<file path="src/rtl/int_priority_ctrl.sv">
// int_priority_ctrl: multi-source interrupt controller for the 6502C core.
// It synchronises active-low request lines and latches the edge-type ones.
// It applies per-source enables and the global I-flag mask, then selects a
// winner by fixed priority (index 0 is the highest).
// The winner is handed to the control FSM through a take/done handshake,
// together with its vector address.
// Optional build macro INT_LOSTEDGE_EN adds the sticky `lost` output and the
// `lost_clr` input. These report edges that merged into a pending bit that
// was already set.
module int_priority_ctrl #(
  parameter int                 NUM_SRC   = 4,
  parameter int                 IDX_W     = 2,
  parameter logic [NUM_SRC-1:0] EDGE_MASK = 4'b0011,
  parameter logic [NUM_SRC-1:0] NMI_MASK  = 4'b0011,
  parameter logic [15:0]        VEC_BASE  = 16'hFFF8
) (
  input  logic               fastClk,
  input  logic               RES_L,
  input  logic [NUM_SRC-1:0] src_l,
  input  logic [NUM_SRC-1:0] en,
  input  logic               mask_i,
  input  logic               take,
  input  logic               done,
  output logic               req,
  output logic [IDX_W-1:0]   active_idx,
  output logic [15:0]        vec_addr,
  output logic               in_service,
`ifdef INT_LOSTEDGE_EN
  output logic [NUM_SRC-1:0] lost,
  input  logic               lost_clr,
`endif
  output logic [NUM_SRC-1:0] pending
);

  typedef enum logic {IDLE, SERVICE} state_t;

  state_t             state_reg;
  logic [NUM_SRC-1:0] s1_reg;
  logic [NUM_SRC-1:0] s2_reg;
  logic [NUM_SRC-1:0] prev_reg;
  logic [NUM_SRC-1:0] pending_reg;
  logic [NUM_SRC-1:0] pending_next;
  logic [NUM_SRC-1:0] edge_det;
  logic [NUM_SRC-1:0] clr_grant;
  logic [NUM_SRC-1:0] elig;
  logic [IDX_W-1:0]   winner;
  logic [15:0]        win_vec;
  logic [IDX_W-1:0]   active_idx_reg;
  logic [15:0]        vec_addr_reg;
  logic               grant;

  // Per-source edge detect, eligibility and next pending value
  generate
    for (genvar gi = 0; gi < NUM_SRC; gi++) begin : g_src
      assign edge_det[gi]  = EDGE_MASK[gi] & prev_reg[gi] & ~s2_reg[gi];
      assign clr_grant[gi] = grant & (winner == IDX_W'(gi));
      // Edge bits: a fresh edge beats a clearing grant in the same cycle.
      // Level bits: simply follow the synchronised line.
      assign pending_next[gi] = EDGE_MASK[gi]
                              ? (edge_det[gi] | (pending_reg[gi] & ~clr_grant[gi]))
                              : ~s2_reg[gi];
      assign elig[gi] = pending_reg[gi] & (NMI_MASK[gi] | (en[gi] & ~mask_i));
    end
  endgenerate

  // Fixed priority: lowest eligible index wins (scan high to low, last hit sticks)
  always_comb begin
    winner = '0;
    for (int i = NUM_SRC - 1; i >= 0; i--) begin
      if (elig[i]) begin
        winner = IDX_W'(i);
      end
    end
  end

  assign win_vec = VEC_BASE + (16'(winner) << 1);
  assign req     = (state_reg == IDLE) & (|elig);
  assign grant   = (state_reg == IDLE) & take & req;

  // Synchroniser chain and pending latch; flops idle high (inactive)
  always_ff @(posedge fastClk) begin
    if (!RES_L) begin
      s1_reg      <= '1;
      s2_reg      <= '1;
      prev_reg    <= '1;
      pending_reg <= '0;
    end else begin
      s1_reg      <= src_l;
      s2_reg      <= s1_reg;
      prev_reg    <= s2_reg;
      pending_reg <= pending_next;
    end
  end

  // Grant FSM: capture winner on take, hold it until done; reset drops a grant
  always_ff @(posedge fastClk) begin
    if (!RES_L) begin
      state_reg      <= IDLE;
      active_idx_reg <= '0;
      vec_addr_reg   <= VEC_BASE;
    end else begin
      case (state_reg)
        IDLE: begin
          if (grant) begin
            state_reg      <= SERVICE;
            active_idx_reg <= winner;
            vec_addr_reg   <= win_vec;
          end
        end
        SERVICE: begin
          // done has priority; take is ignored until IDLE is reached
          if (done) begin
            state_reg <= IDLE;
          end
        end
        default: state_reg <= IDLE;
      endcase
    end
  end

  assign active_idx = active_idx_reg;
  assign vec_addr   = vec_addr_reg;
  assign in_service = (state_reg == SERVICE);
  assign pending    = pending_reg;

`ifdef INT_LOSTEDGE_EN
  logic [NUM_SRC-1:0] lost_reg;
  logic [NUM_SRC-1:0] lost_set;

  // An edge landing on an already-pending edge bit is a lost interrupt
  assign lost_set = edge_det & pending_reg & EDGE_MASK;

  // Sticky lost flags; a new loss beats a simultaneous clear
  always_ff @(posedge fastClk) begin
    if (!RES_L) begin
      lost_reg <= '0;
    end else begin
      lost_reg <= (lost_reg & ~{NUM_SRC{lost_clr}}) | lost_set;
    end
  end

  assign lost = lost_reg;
`endif

endmodule

</file>
<file path="config.mk">
export PLATFORM = sky130hd
export DESIGN_NAME = int_priority_ctrl
export DESIGN_NICKNAME = d
export VERILOG_FILES = /design/src/rtl/int_priority_ctrl.sv
export SDC_FILE = /design/constraint.sdc
export NUM_CORES = 1
export LEC_CHECK = 0
export ABC_AREA = 1
export CAP_MARGIN = 5
export CELL_PAD_IN_SITES_DETAIL_PLACEMENT = 0
export CELL_PAD_IN_SITES_GLOBAL_PLACEMENT = 1
export CORE_UTILIZATION = 27
export DETAILED_ROUTE_END_ITERATION = 10
export PLACE_DENSITY_LB_ADDON = 0.12
export SKIP_LAST_GASP = 1
export SLEW_MARGIN = 20
export SYNTH_ARGS = -nofsm -noshare
export SYNTH_HDL_FRONTEND = slang
export SYNTH_SLANG_ARGS = --single-unit
</file>
<file path="constraint.sdc">
create_clock -name fastClk -period 1.1 [get_ports fastClk]
set_input_delay 0.275 -clock fastClk [delete_from_list [all_inputs] [get_ports fastClk]]
set_output_delay 0.275 -clock fastClk [all_outputs]
set_load 0.005 [all_outputs]
</file>
==> flow_results.org, run 1 <==
** Logic synthesis
- Distinct cell type count of the synthesized netlist :: 17
- The most used flip-flop cell after synthesis is sky130_fd_sc_hd__dfxtp_1.
- Fraction of post-synthesis cell area in the top cell type by area :: 47.4%
- Most frequent cell after synthesis :: sky130_fd_sc_hd__dfxtp_1
- Synth area leaders :: sky130_fd_sc_hd__dfxtp_1 (47%), sky130_fd_sc_hd__buf_4 (17%), sky130_fd_sc_hd__or2_1 (6.1%)
- Averaged over all synthesized cells, the footprint is 8.76 um^2.
- Synthesis inferred 17 register bits.
- Sorting the synthesized cells by how often they occur yields sky130_fd_sc_hd__dfxtp_1 (17), sky130_fd_sc_hd__buf_4 (16), sky130_fd_sc_hd__inv_1 (8).
- Asr flop ratio synth :: 0%
- The largest total area in the synthesized netlist belongs to sky130_fd_sc_hd__dfxtp_1.
- Number of instances in the synthesized netlist :: 82
- Mapped Area :: 718 um^2
- Seq/Total Area, Yosys :: a little under half
- Number of warnings printed during yosys synthesis :: 0
- Number of flops mapped to enable cells by yosys :: 0

** Hold path
- Worst Hold Class :: reg -> reg
- Worst Min Path Start :: s2_reg[3]$_SDFF_PN1_

** CTS
- Number of CTS-inserted buffers :: 3
- Clock root buffer :: sky130_fd_sc_hd__clkbuf_4
- Clock tree from TritonCTS :: yes
- Clock-pin slew was measured on the worst setup and hold paths at 0.10 ns.
- CTS sink cnt :: 17
- H-tree levels :: 1
- Hold_buf cts :: 0
- Clock latency on the worst-skew pair, taken at its later pin, is 0.29 ns.
- Largest buffer count on any clock path :: 2

** STA
- Crit path setup slack, layout :: -0.211 ns
- Max Slew Vio Count :: 0
- Period utilization :: 119%
- The number of hold violations in the final report was 0.
- Post-layout minimum cycle time :: 1.31 ns
- Unrepaired setup endpoints after global routing :: true
- Setup skew after layout :: a little over 0.001 ns
- Setup violations remaining at the end of the flow were counted as 7.
- Timing-limited maximum frequency :: 763 MHz

** Layout
- Final standard cell area without fillers :: 1010 um^2
- The multi-input combinational cells in the finished layout cover a total of 293 um^2.
- The area growth from synthesis to layout is 40.6%.
- The number of antenna diodes in the final layout is 0.
- Number of nets at the end of the flow :: 126
- Counting the fill cells in the layout gives 279.
- Layout cells sized above 1 :: a little over two fifths
- After the flow finishes, the layout carries non-filler instances totaling 142.
- Registers take 352 um^2.

** Die
- In this run the count of I/O pins placed on the die edge is 37.
- Floorplan die area :: 2870 um^2
- Starting Density :: 28.7%
- The floorplan step set the die height to 53.6 um.
- After floorplanning, the core was sized to cover around 2500 um^2.
- In this run the core area contains 18 standard-cell rows.
- Measured along the x axis, the die boundary spans approximately 54 um.

** Outcome
- Violations in the final reports :: setup timing
- Run status :: complete, but fails checks

** Placement
- Routability-driven placement finished with a final weighted congestion of 0.785.
- Port buffering added 20 buffers.
- Placed wire-length estimate :: 871 um
- Standard cell area after detailed placement :: 922 um^2
- Cell count after placement :: 134

** Global routing
- First-pass GRT wire length :: 2.08 mm
- The initial antenna violation count came to 0.
- Global-route total usage across every layer :: 10.4%
- Global routing finished with a remaining overflow of 0.
- Entering global routing, the biggest net connects 11 pins.
- The via count of the first global-routing pass came to 515.

** Detailed routing
- Antenna-violating nets left :: 0
- After the first detailed-routing iteration, the DRC count stood at 1.
- After detailed routing, the total wire length is 1.23 mm.
- Remaining DRCs :: 0
- Detail-routed net length per standard cell :: 8.68 um
- The first detailed-routing pass ran for 2 iterations.
- Via density :: 3.91
- For this block, the via count after detailed routing is 555.

** Worst setup path
- Worst setup path class :: reg -> out
- STA classifies the critical path endpoint as an output pin.
- In this run the critical register-to-register path is launched from pending[0]$_SDFF_PN0_.
- Worst Setup SP :: pending[0]$_SDFF_PN0_
- Critical path required time :: 0.82 ns
- Arrival @ worst endpoint :: 1.04 ns
- Category of the worst setup path launch point :: flip-flop
- Crit path max fanout :: 2

** Power and ir drop
- The analysis attributes to cell leakage a power of ~0.00048 uW.
- Power density relative to cell area :: 1200 nW/um^2
- Largest voltage drop on the vdd net :: slightly below 0.0009 V
- Power consumption :: 1210 uW

** Run
- Across the run, the number of max-cap violations was 0.
[kinds of logic after synthesis]
kind of cell	Yosys count	synth area share, %
other cells	2	1.05
buf+inv	26	23.0
flops	17	47.4
simple gates	33	25.3
compound gates	4	3.31
[worst max-delay path: stages (launching register included)]
cell,delay [ns]
sky130_fd_sc_hd__dfxtp_4,0.37
sky130_fd_sc_hd__nor2_4,0.11
sky130_fd_sc_hd__nand3_2,0.07
sky130_fd_sc_hd__nand2_1,0.06
sky130_fd_sc_hd__inv_1,0.03
sky130_fd_sc_hd__buf_2,0.11
[path summary, 6_finish.rpt]
kind | to | slack (ns) | cells past startpoint
max | req | -0.21 | 5
min | pending[3]$_SDFF_PN0_ | 0.39 | 1
min reg2reg | pending[3]$_SDFF_PN0_ | 0.39 | 1
max reg2reg | active_idx[0]$_SDFFE_PN0P_ | -0.11 | 9
[where the power goes]
part	internal, uW	total [uW]	switching [uW]
Clock	135	332	197
Sequential	646	661	14.3
Combinational	126	217	90.9
[stage by stage]
stage | hold WS [ns] | setup slack [ns] | setup TNS, ns | utilization, %
floorplan | 0.344 | 0.160 | 0 | -
global placement | 0.371 | -0.677 | -3.24 | 36.9
detailed placement | 0.377 | -0.694 | -3.34 | 36.9
CTS | 0.389 | -0.224 | -0.746 | 39.9
global route | 0.412 | -0.288 | -1.28 | 40.4
finish | 0.385 | -0.211 | -0.662 | 40.4
[cells in the final DEF, fill, tap and decap left out]
cell type / synthesis / routed
sky130_fd_sc_hd__buf_2: 0 / 5
sky130_fd_sc_hd__inv_2: 1 / 2
sky130_fd_sc_hd__inv_1: 8 / 7
sky130_fd_sc_hd__nor2_1: 7 / 6
sky130_fd_sc_hd__or2_2: 2 / 2
sky130_fd_sc_hd__clkbuf_4: 0 / 3
sky130_fd_sc_hd__nand3b_1: 1 / 1
sky130_fd_sc_hd__a21oi_1: 3 / 1
sky130_fd_sc_hd__or2_1: 7 / 7
sky130_fd_sc_hd__buf_4: 16 / 6
sky130_fd_sc_hd__o21ai_2: 1 / 1
sky130_fd_sc_hd__clkdlybuf4s50_1: 0 / 7
sky130_fd_sc_hd__dfxtp_4: 0 / 1
sky130_fd_sc_hd__nand2_2: 0 / 1
sky130_fd_sc_hd__or2_4: 1 / 1
sky130_fd_sc_hd__nor2_4: 0 / 1
sky130_fd_sc_hd__nand3_4: 0 / 1
sky130_fd_sc_hd__nand3_1: 4 / 2
sky130_fd_sc_hd__dlygate4sd2_1: 0 / 3
sky130_fd_sc_hd__dfxtp_1: 17 / 10
sky130_fd_sc_hd__clkinv_2: 0 / 1
sky130_fd_sc_hd__dfxtp_2: 0 / 6
sky130_fd_sc_hd__conb_1: 2 / 14
sky130_fd_sc_hd__nand3_2: 3 / 4
sky130_fd_sc_hd__a21oi_2: 0 / 2
sky130_fd_sc_hd__nand2_1: 7 / 6
sky130_fd_sc_hd__nand4_1: 1 / 1
sky130_fd_sc_hd__buf_6: 1 / 8
sky130_fd_sc_hd__clkbuf_2: 0 / 2
[metal layers]
metal / wire length (um) / vias to the layer above / track usage [%]
met1: 528 / 244 / 11.3
met3: 126 / 2 / 4.52
met2: 564 / 29 / 17.9
met4: 12 / 0 / 3.95
met5: 0 / - / 0
li1: - / 280 / -
[repair_timing]
| item | 4_1_cts | 5_1_grt |
|---|---|---|
| setup buffers | 4 | 3 |
| resized for setup | 56 | 10 |
| endpoints found under the setup margin | 11 | 10 |
| pin swaps | 5 | 5 |
[layout make-up]
cell class                 instances  share of cell area [%]
sequential                        17                    34.8
multi-input combinational         51                    29.0
inverter                           9                    3.35
timing repair buffer              31                    26.4
tap                               30                    3.72
clock inverter                     1                   0.496
clock buffer                       3                    2.23
(Power assumes the default switching activity.)
==> run 2, diff against run 1 <==
--- a/config.mk
+++ b/config.mk
@@ -5,11 +5,8 @@
 export SDC_FILE = /design/constraint.sdc
 export NUM_CORES = 1
 export LEC_CHECK = 0
-export ABC_AREA = 1
 export CAP_MARGIN = 5
-export CELL_PAD_IN_SITES_DETAIL_PLACEMENT = 0
-export CELL_PAD_IN_SITES_GLOBAL_PLACEMENT = 1
-export CORE_UTILIZATION = 27
+export CORE_UTILIZATION = 37
 export DETAILED_ROUTE_END_ITERATION = 10
 export PLACE_DENSITY_LB_ADDON = 0.12
 export SKIP_LAST_GASP = 1
==> run 2 against run 1 <==
Effect of this change: the run still ends with setup timing left; wire length rose by 3.2%; hold slack got worse by 0.0060 ns; synthesized cell count fell by 15%; sequential power fell by 1%; via count fell by 1.1%; cell count fell by 7.0%; largest cell class unchanged; design area rose by 2.0%; clock skew barely moved; critical path type unchanged; register-to-register slack got worse by 0.04 ns.
==> flow_results.org, run 2 <==
** Die
- Chip height :: roughly 45 um
- 37 I/O pins were placed.
- Floorplan die area :: 2020 um^2
- Site row count :: 15
- Core footprint :: 1730 um^2
- Starting Density :: around two fifths
- The die is 44.9 um wide.

** Layout
- Cells with a size suffix above 1 make up 41.1% of the layout.
- Most common library cell in the layout ignoring fill and taps :: sky130_fd_sc_hd__conb_1
- The top cell types in the final layout, fill and taps aside, are sky130_fd_sc_hd__conb_1 (14), sky130_fd_sc_hd__buf_6 (13), sky130_fd_sc_hd__nand2b_1 (11), sky130_fd_sc_hd__buf_4 (11), sky130_fd_sc_hd__dfxtp_1 (10).
- Excluding fillers, the count of instances in the completed layout stands at 132.
- Relative to the synthesized area, the layout overhead comes to 51.0%.
- The number of antenna diodes in the final layout is 0.
- At the end of the flow, the number of nets in the layout was 121.

** Detailed routing
- The routed design has 1.27 mm of wire.
- Antenna-violating nets left :: 0
- Iter 0 DRT Violations :: 4
- After detailed routing, the number of remaining DRC violations is 0.
- Total number of vias :: 549
- For this run, the detailed router's first-pass iteration total came to 4.
- After detailed routing, the average wire length per cell comes to a little under 10 um.
- Dividing the detail-routed via count by the number of cells gives 4.16.

** CTS
- Clock latency reported for the late side of the worst-skew pair :: 0.28 ns
- H-tree levels :: 1
- Hold_buf cts :: 0
- After clock tree synthesis, the clock-pin slew on the worst setup and hold paths is 0.09 ns.
- Number of CTS-inserted buffers :: 3
- TritonCTS built the clock tree.
- Counting along the longest clock path gives a buffer depth of 2.
- The cell sitting at the root of the clock tree is a sky130_fd_sc_hd__clkbuf_4.
- CTS saw 17 sinks.

** STA
- # setup viols final :: 6
- Post-layout minimum cycle time :: 1.33 ns
- Timing-limited maximum frequency :: 750 MHz
- Setup repair after global routing could not meet its margin everywhere.
- Final hold slack :: 0.379 ns
- Period utilization :: 121%
- Max Slew Vio Count :: 0
- Crit path setup slack, layout :: -0.233 ns
- The number of hold violations in the final report is 0.
- Setup skew after layout :: 0.000595 ns

** Logic synthesis
- Mapped Area :: 682 um^2
- Sequential elements use 49.9% of the synthesized area.
- By count the netlist is led by sky130_fd_sc_hd__dfxtp_1 (17), sky130_fd_sc_hd__buf_4 (16), sky130_fd_sc_hd__nand2b_1 (11), sky130_fd_sc_hd__nor2_1 (5).
- Fraction of post-synthesis cell area in the top cell type by area :: 49.9%
- After technology mapping, the gate count stands at 70.
- Number of flops mapped to enable cells by yosys :: 0
- The most common cell in the synthesized netlist is sky130_fd_sc_hd__dfxtp_1.
- The Yosys step of the flow raised 0 warnings.
- In the synthesized netlist the dominant register cell turns out to be sky130_fd_sc_hd__dfxtp_1.
- The synthesized netlist contains 21 unique library cells.
- Of all flip-flops after synthesis, the portion carrying an async set or reset was 0%.
- After synthesis, the mean cell area works out to slightly below 10 um^2.
- The synthesized design contains 17 register bits.
- Synth area leaders :: sky130_fd_sc_hd__dfxtp_1 (50%), sky130_fd_sc_hd__buf_4 (18%), sky130_fd_sc_hd__nand2b_1 (10%)
- Dominant cell type by area after synthesis :: sky130_fd_sc_hd__dfxtp_1

** Worst setup path
- Endpoint of the worst register-to-register path :: active_idx[1]$_SDFFE_PN0P_
- Reg-to-reg critical path startpoint :: in_service$_SDFF_PN0_
- Of all nets on the critical path, the largest fanout is 2.
- Category of the worst setup path launch point :: flip-flop
- Arrival @ worst endpoint :: roughly 1.1 ns
- STA classifies the critical path endpoint as an output pin.
- Critical path required time :: 0.82 ns
- By startpoint and endpoint, the worst setup path is classified as reg -> out.
- Slack of the worst reg-to-reg path :: -0.15 ns
- Worst Reg2Reg Path Length in Cells :: 6

** Hold path
- Counting instances, the worst hold path has a depth of 1.
- Hold Path End :: pending[3]$_SDFF_PN0_
- The min-delay analysis places its worst path in the category reg -> reg.
- In this run the most critical hold path is launched from s2_reg[3]$_SDFF_PN1_.

** Global routing
- Overflow left after global routing :: 0
- Largest net degree at the start of global routing :: 10
- First-pass GRT wire length :: 2.05 mm
- Global routing consumed, over all layers together, 14.8% of the routing resources.
- Initial antenna violation count :: 0
- The via count of the first global-routing pass is 521.

** Outcome
- Run status :: complete, but fails checks
- Violations in the final reports :: setup timing

** Power and ir drop
- IR analysis of the VDD net gives a maximum drop of 0.000765 V.
- Power density relative to cell area :: roughly 1100 nW/um^2
- Power consumption :: 1150 uW
- For this design the static power due to leakage is approximately 0.00048 uW.

** Placement
- Cell count after placement :: 123
- Input and output buffers added on the ports amount to 20.
- After legalization and detailed placement, the total HPWL measured between 800 and 900 um.
- At the end of routability-driven placement, the weighted congestion stood at 0.809.

** Run
- Max-cap violations :: 0
[run 2: cell types whose count changed after synthesis, sizes merged, moves of 2 or more]
| cell | delta |
|---|---|
| nor2 | -2 |
| inv | -7 |
| nand2 | -6 |
| nand2b | +12 |
| or2 | -10 |
| nand3 | -7 |
| o21a | +2 |
[run 2: worst max path at each step]
stage,slack [ns],end,startpoint,cells past startpoint
2_1_floorplan,0.008,active_idx[0]$_SDFFE_PN0P_,in_service$_SDFF_PN0_,3
3_3_place_gp,-0.79,req,en[2],5
3_5_place_dp,-0.79,req,en[2],5
4_1_cts,-0.25,req,pending[2]$_SDFF_PN0_,4
5_1_grt,-0.30,req,pending[2]$_SDFF_PN0_,4
6_report,-0.23,req,pending[2]$_SDFF_PN0_,4
[run 2: what timing repair did]
action,4_1_cts,5_1_grt
endpoints found under the setup margin,13,12
setup buffers,5,2
resized for setup,59,10
pin swaps,2,3
[run 2: cell families after synthesis]
group,synth area share [%]
buffers and inverters,19.3
DFF,49.9
AOI/OAI and AO/OA,11.6
other,1.10
and+or+nand+nor,18.2
[run 2: final cells by class]
| type | count | area (um^2) |
|---|---|---|
| repair buffers | 38 | 344 |
| inverters | 2 | 7.51 |
| multi-input cells | 46 | 272 |
| flip-flops and latches | 17 | 349 |
| fillers | 171 | 697 |
| clock buffers | 4 | 26.3 |
| well taps | 25 | 31.3 |
[run 2: critical path: stages (launching register included)]
cell and delay (ns):
sky130_fd_sc_hd__dfxtp_2 0.33, sky130_fd_sc_hd__a22oi_2 0.17, sky130_fd_sc_hd__o21a_1 0.13, sky130_fd_sc_hd__nor2_1 0.03, sky130_fd_sc_hd__buf_2 0.11
[run 2: layer usage]
layer / GRT usage (%) / part of all wire [%] / up-vias / wire length, um
met2: 24.9 / 50 / 30 / 638
met5: 0 / 0 / - / 0
met3: 5.60 / 9.4 / 4 / 120
met1: 14.4 / 37 / 245 / 471
met4: 11.5 / 3.3 / 0 / 42
li1: - / - / 270 / -
[run 2: per-stage QoR]
stage                     worst slack [ns]  util (%)  cell area [um^2]  TNS (ns)
after floorplan                    0.00781         -               728         0
after global placement              -0.786      54.1               933     -2.92
after detailed placement            -0.792      54.1               933     -3.12
after CTS                           -0.251      58.5              1010     -1.00
after global routing                -0.298      59.6              1030     -1.15
final                               -0.233      59.6              1030    -0.629
[run 2: report_power, final]
part / leakage [uW] / switching, uW / internal [uW] / total (uW)
Sequential: 0.000143 / 10.2 / 642 / 652
Combinational: 0.000325 / 71.6 / 113 / 184
Clock: 0.0000150 / 173 / 141 / 314
==> run 3, diff against run 2 <==
--- a/config.mk
+++ b/config.mk
@@ -6,9 +6,9 @@
 export NUM_CORES = 1
 export LEC_CHECK = 0
 export CAP_MARGIN = 5
-export CORE_UTILIZATION = 37
+export CORE_UTILIZATION = 42
 export DETAILED_ROUTE_END_ITERATION = 10
-export PLACE_DENSITY_LB_ADDON = 0.12
+export DONT_BUFFER_PORTS = 1
 export SKIP_LAST_GASP = 1
 export SLEW_MARGIN = 20
 export SYNTH_ARGS = -nofsm -noshare
==> run 3 against run 2 <==
Effect of this change: the flow still finishes with violations (setup timing); first-iteration DRC count shrank 25%; via count decreased by 22%; total power shrank 7.5%; die area down 11%; cell count fell by 30%; clock-buffer cell count shrank 1.
==> flow_results.org, run 3 (synthesized netlist as in run 2, its figures left out) <==
** Layout
- At the end of the flow the core is filled with cells to 49.8%.
- Number of diodes added for antenna fixing :: 0
- Layout Area Growth over Synthesis :: 9.91%
- Fill cells in the final layout number ~150.
- The post-route netlist has 28.6% of its cells at a drive strength greater than 1.
- Once layout is done, the placed cells without fillers occupy around 750 um^2.
- Most common library cell in the layout ignoring fill and taps :: sky130_fd_sc_hd__conb_1
- Layout Cells excl Fill :: a little over 90
- Number of nets at the end of the flow :: a little over 90
- In the layout the commonest cells are sky130_fd_sc_hd__conb_1 (14), sky130_fd_sc_hd__dfxtp_1 (12), sky130_fd_sc_hd__nand2b_1 (11).

** STA
- # setup viols final :: 3
- Post-layout minimum cycle time :: 1.26 ns
- Max Slew Vio Count :: 0
- Period utilization :: 114%
- The number of hold violations in the final report came to 0.
- Setup repair after global routing could not meet its margin everywhere.
- For this run, the top clock speed supported by timing is 796 MHz.
- Crit path setup slack, layout :: -0.155 ns
- Final hold analysis gives a worst-case slack of 0.0523 ns.
- The clock arrives with roughly 0.0018 ns of skew.

** CTS
- Clock latency reported for the late side of the worst-skew pair :: 0.29 ns
- TritonCTS built the clock tree.
- H-tree levels :: 1
- For this design, the sink count on the clock tree is 17.
- Largest buffer count on any clock path :: 2
- The root buffer cell chosen for the clock tree is sky130_fd_sc_hd__clkbuf_4.
- Clock-pin slew was measured on the worst setup and hold paths at 0.10 ns.
- TritonCTS created 3 clock buffers.
- Hold_buf cts :: 0

** Detailed routing
- The first routing iteration left 3 violations.
- Routed WL :: 902 um
- After detailed routing, the number of remaining DRC violations is 0.
- First-pass iteration count of the detailed router :: 4
- The detail route stage leaves a number of antenna-violating nets equal to 0.
- Via density :: 4.61
- Detail-routed net length per standard cell :: 9.70 um
- Across all layers, the routed design uses 429 vias.

** Outcome
- Violations in the final reports :: setup timing
- The run finished, with violations left.

** Die
- In this run the core area contains 14 standard-cell rows.
- The die covers ~1800 um^2.
- For this configuration, the core starts out at a cell density of 45.3%.
- Chip height :: 42.3 um
- During I/O placement, the number of pins put on the boundary was 37.
- The die is 42.3 um wide.
- The region available for standard cell placement spans 1510 um^2.

** Global routing
- Global-route total usage across every layer :: 12.3%
- The total overflow left after global routing is 0.
- The via count of the first global-routing pass was 387.
- Initial antenna violation count :: 0
- Largest net degree at the start of global routing :: 14
- The first global-routing pass estimated about 1.6 mm of wire.

** Placement
- Standard cell area after detailed placement :: 677 um^2
- Cell count after placement :: 88
- Post-placement worst setup slack :: -0.0154 ns
- At the end of routability-driven placement, the weighted congestion stood at 0.825.
- The wire-length estimate of the detail-placed layout is 677 um.
- Buffers placed on the I/O ports in this run total 0.

** Worst setup path
- Category of the worst setup path launch point :: flip-flop
- The critical path is of the reg -> out type.
- Library cell contributing the largest single delay on the critical path :: sky130_fd_sc_hd__dfxtp_2
- In this run the worst path has a maximum fanout of 2.
- Critical path required time :: 0.82 ns
- Arrival @ worst endpoint :: 0.98 ns
- On the worst path, the slowest cell contributes a delay of 0.33 ns.
- CP Capture Type :: output pin
- List of cells traversed by the critical path :: a22oi_2 -> o21a_1 -> nor2_2
- Worst Setup SP :: pending[2]$_SDFF_PN0_
- The worst register-to-register path begins at pending[2]$_SDFF_PN0_.

** Hold path
- The tightest min-delay check is of the in -> reg type.
- The startpoint identified for the worst hold timing path is RES_L.

** Power and ir drop
- In this run the power density over the cells is 1420 nW/um^2.
- Largest voltage drop on the vdd net :: approximately 0.00094 V
- In this run the static leakage power is between 0.0003 and 0.0004 uW.

** Run
- Across the run, the number of max-cap violations was 0.
run 3: layer usage:
| layer | routed length, um | GRT usage [%] |
|---|---|---|
| met1 | 344 | 12.2 |
| met2 | 404 | 17.8 |
| met3 | 130 | 9.48 |
| met4 | 23 | 7.50 |
| met5 | 0 | 0 |
run 3: per-stage QoR:
step | setup TNS, ns | total power (uW)
finish | -0.372 | 1060
global route | -0.521 | 1130
CTS | -0.442 | 1080
detailed placement | -0.0154 | 742
global placement | -0.00664 | 742
floorplan | 0 | 763
run 3: power breakdown:
part           internal (uW)  switching [uW]  leakage (uW)
combinational           44.7            40.3      0.000170
sequential               640            12.3      0.000142
clock                    135             192     0.0000177
run 3: worst paths after layout:
path                            slack (ns)  cells past startpoint                          to
worst max-delay path                 -0.16                      3                         req
worst min-delay path                  0.05                      1      prev_reg[0]$_SDFF_PN1_
worst max register to register       -0.09                      4  active_idx[0]$_SDFFE_PN0P_
worst min register to register        0.38                      1       pending[2]$_SDFF_PN0_
run 3: critical path, delay by kind of cell (launching register included):
| kind | cells | cell delay (ns) |
|---|---|---|
| DFF | 1 | 0.33 |
| AOI/OAI and AO/OA | 2 | 0.31 |
| and+or+nand+nor | 1 | 0.04 |
run 3: area by class of cell:
class	count	area, um^2	area share [%]
Clock buffer	3	22.5	3.01
Clock inverter	1	5.00	0.668
Inverter	2	7.51	1.00
Multi-Input combinational cell	46	270	36.1
Sequential cell	17	349	46.6
Tap cell	16	20.0	2.67
Timing Repair Buffer	8	75.1	10.0
run 3: timing repair:
item	in CTS	in global routing
resized for setup	6	7
pin swaps	2	2
setup buffers	2	0
setup endpoints to repair	4	6
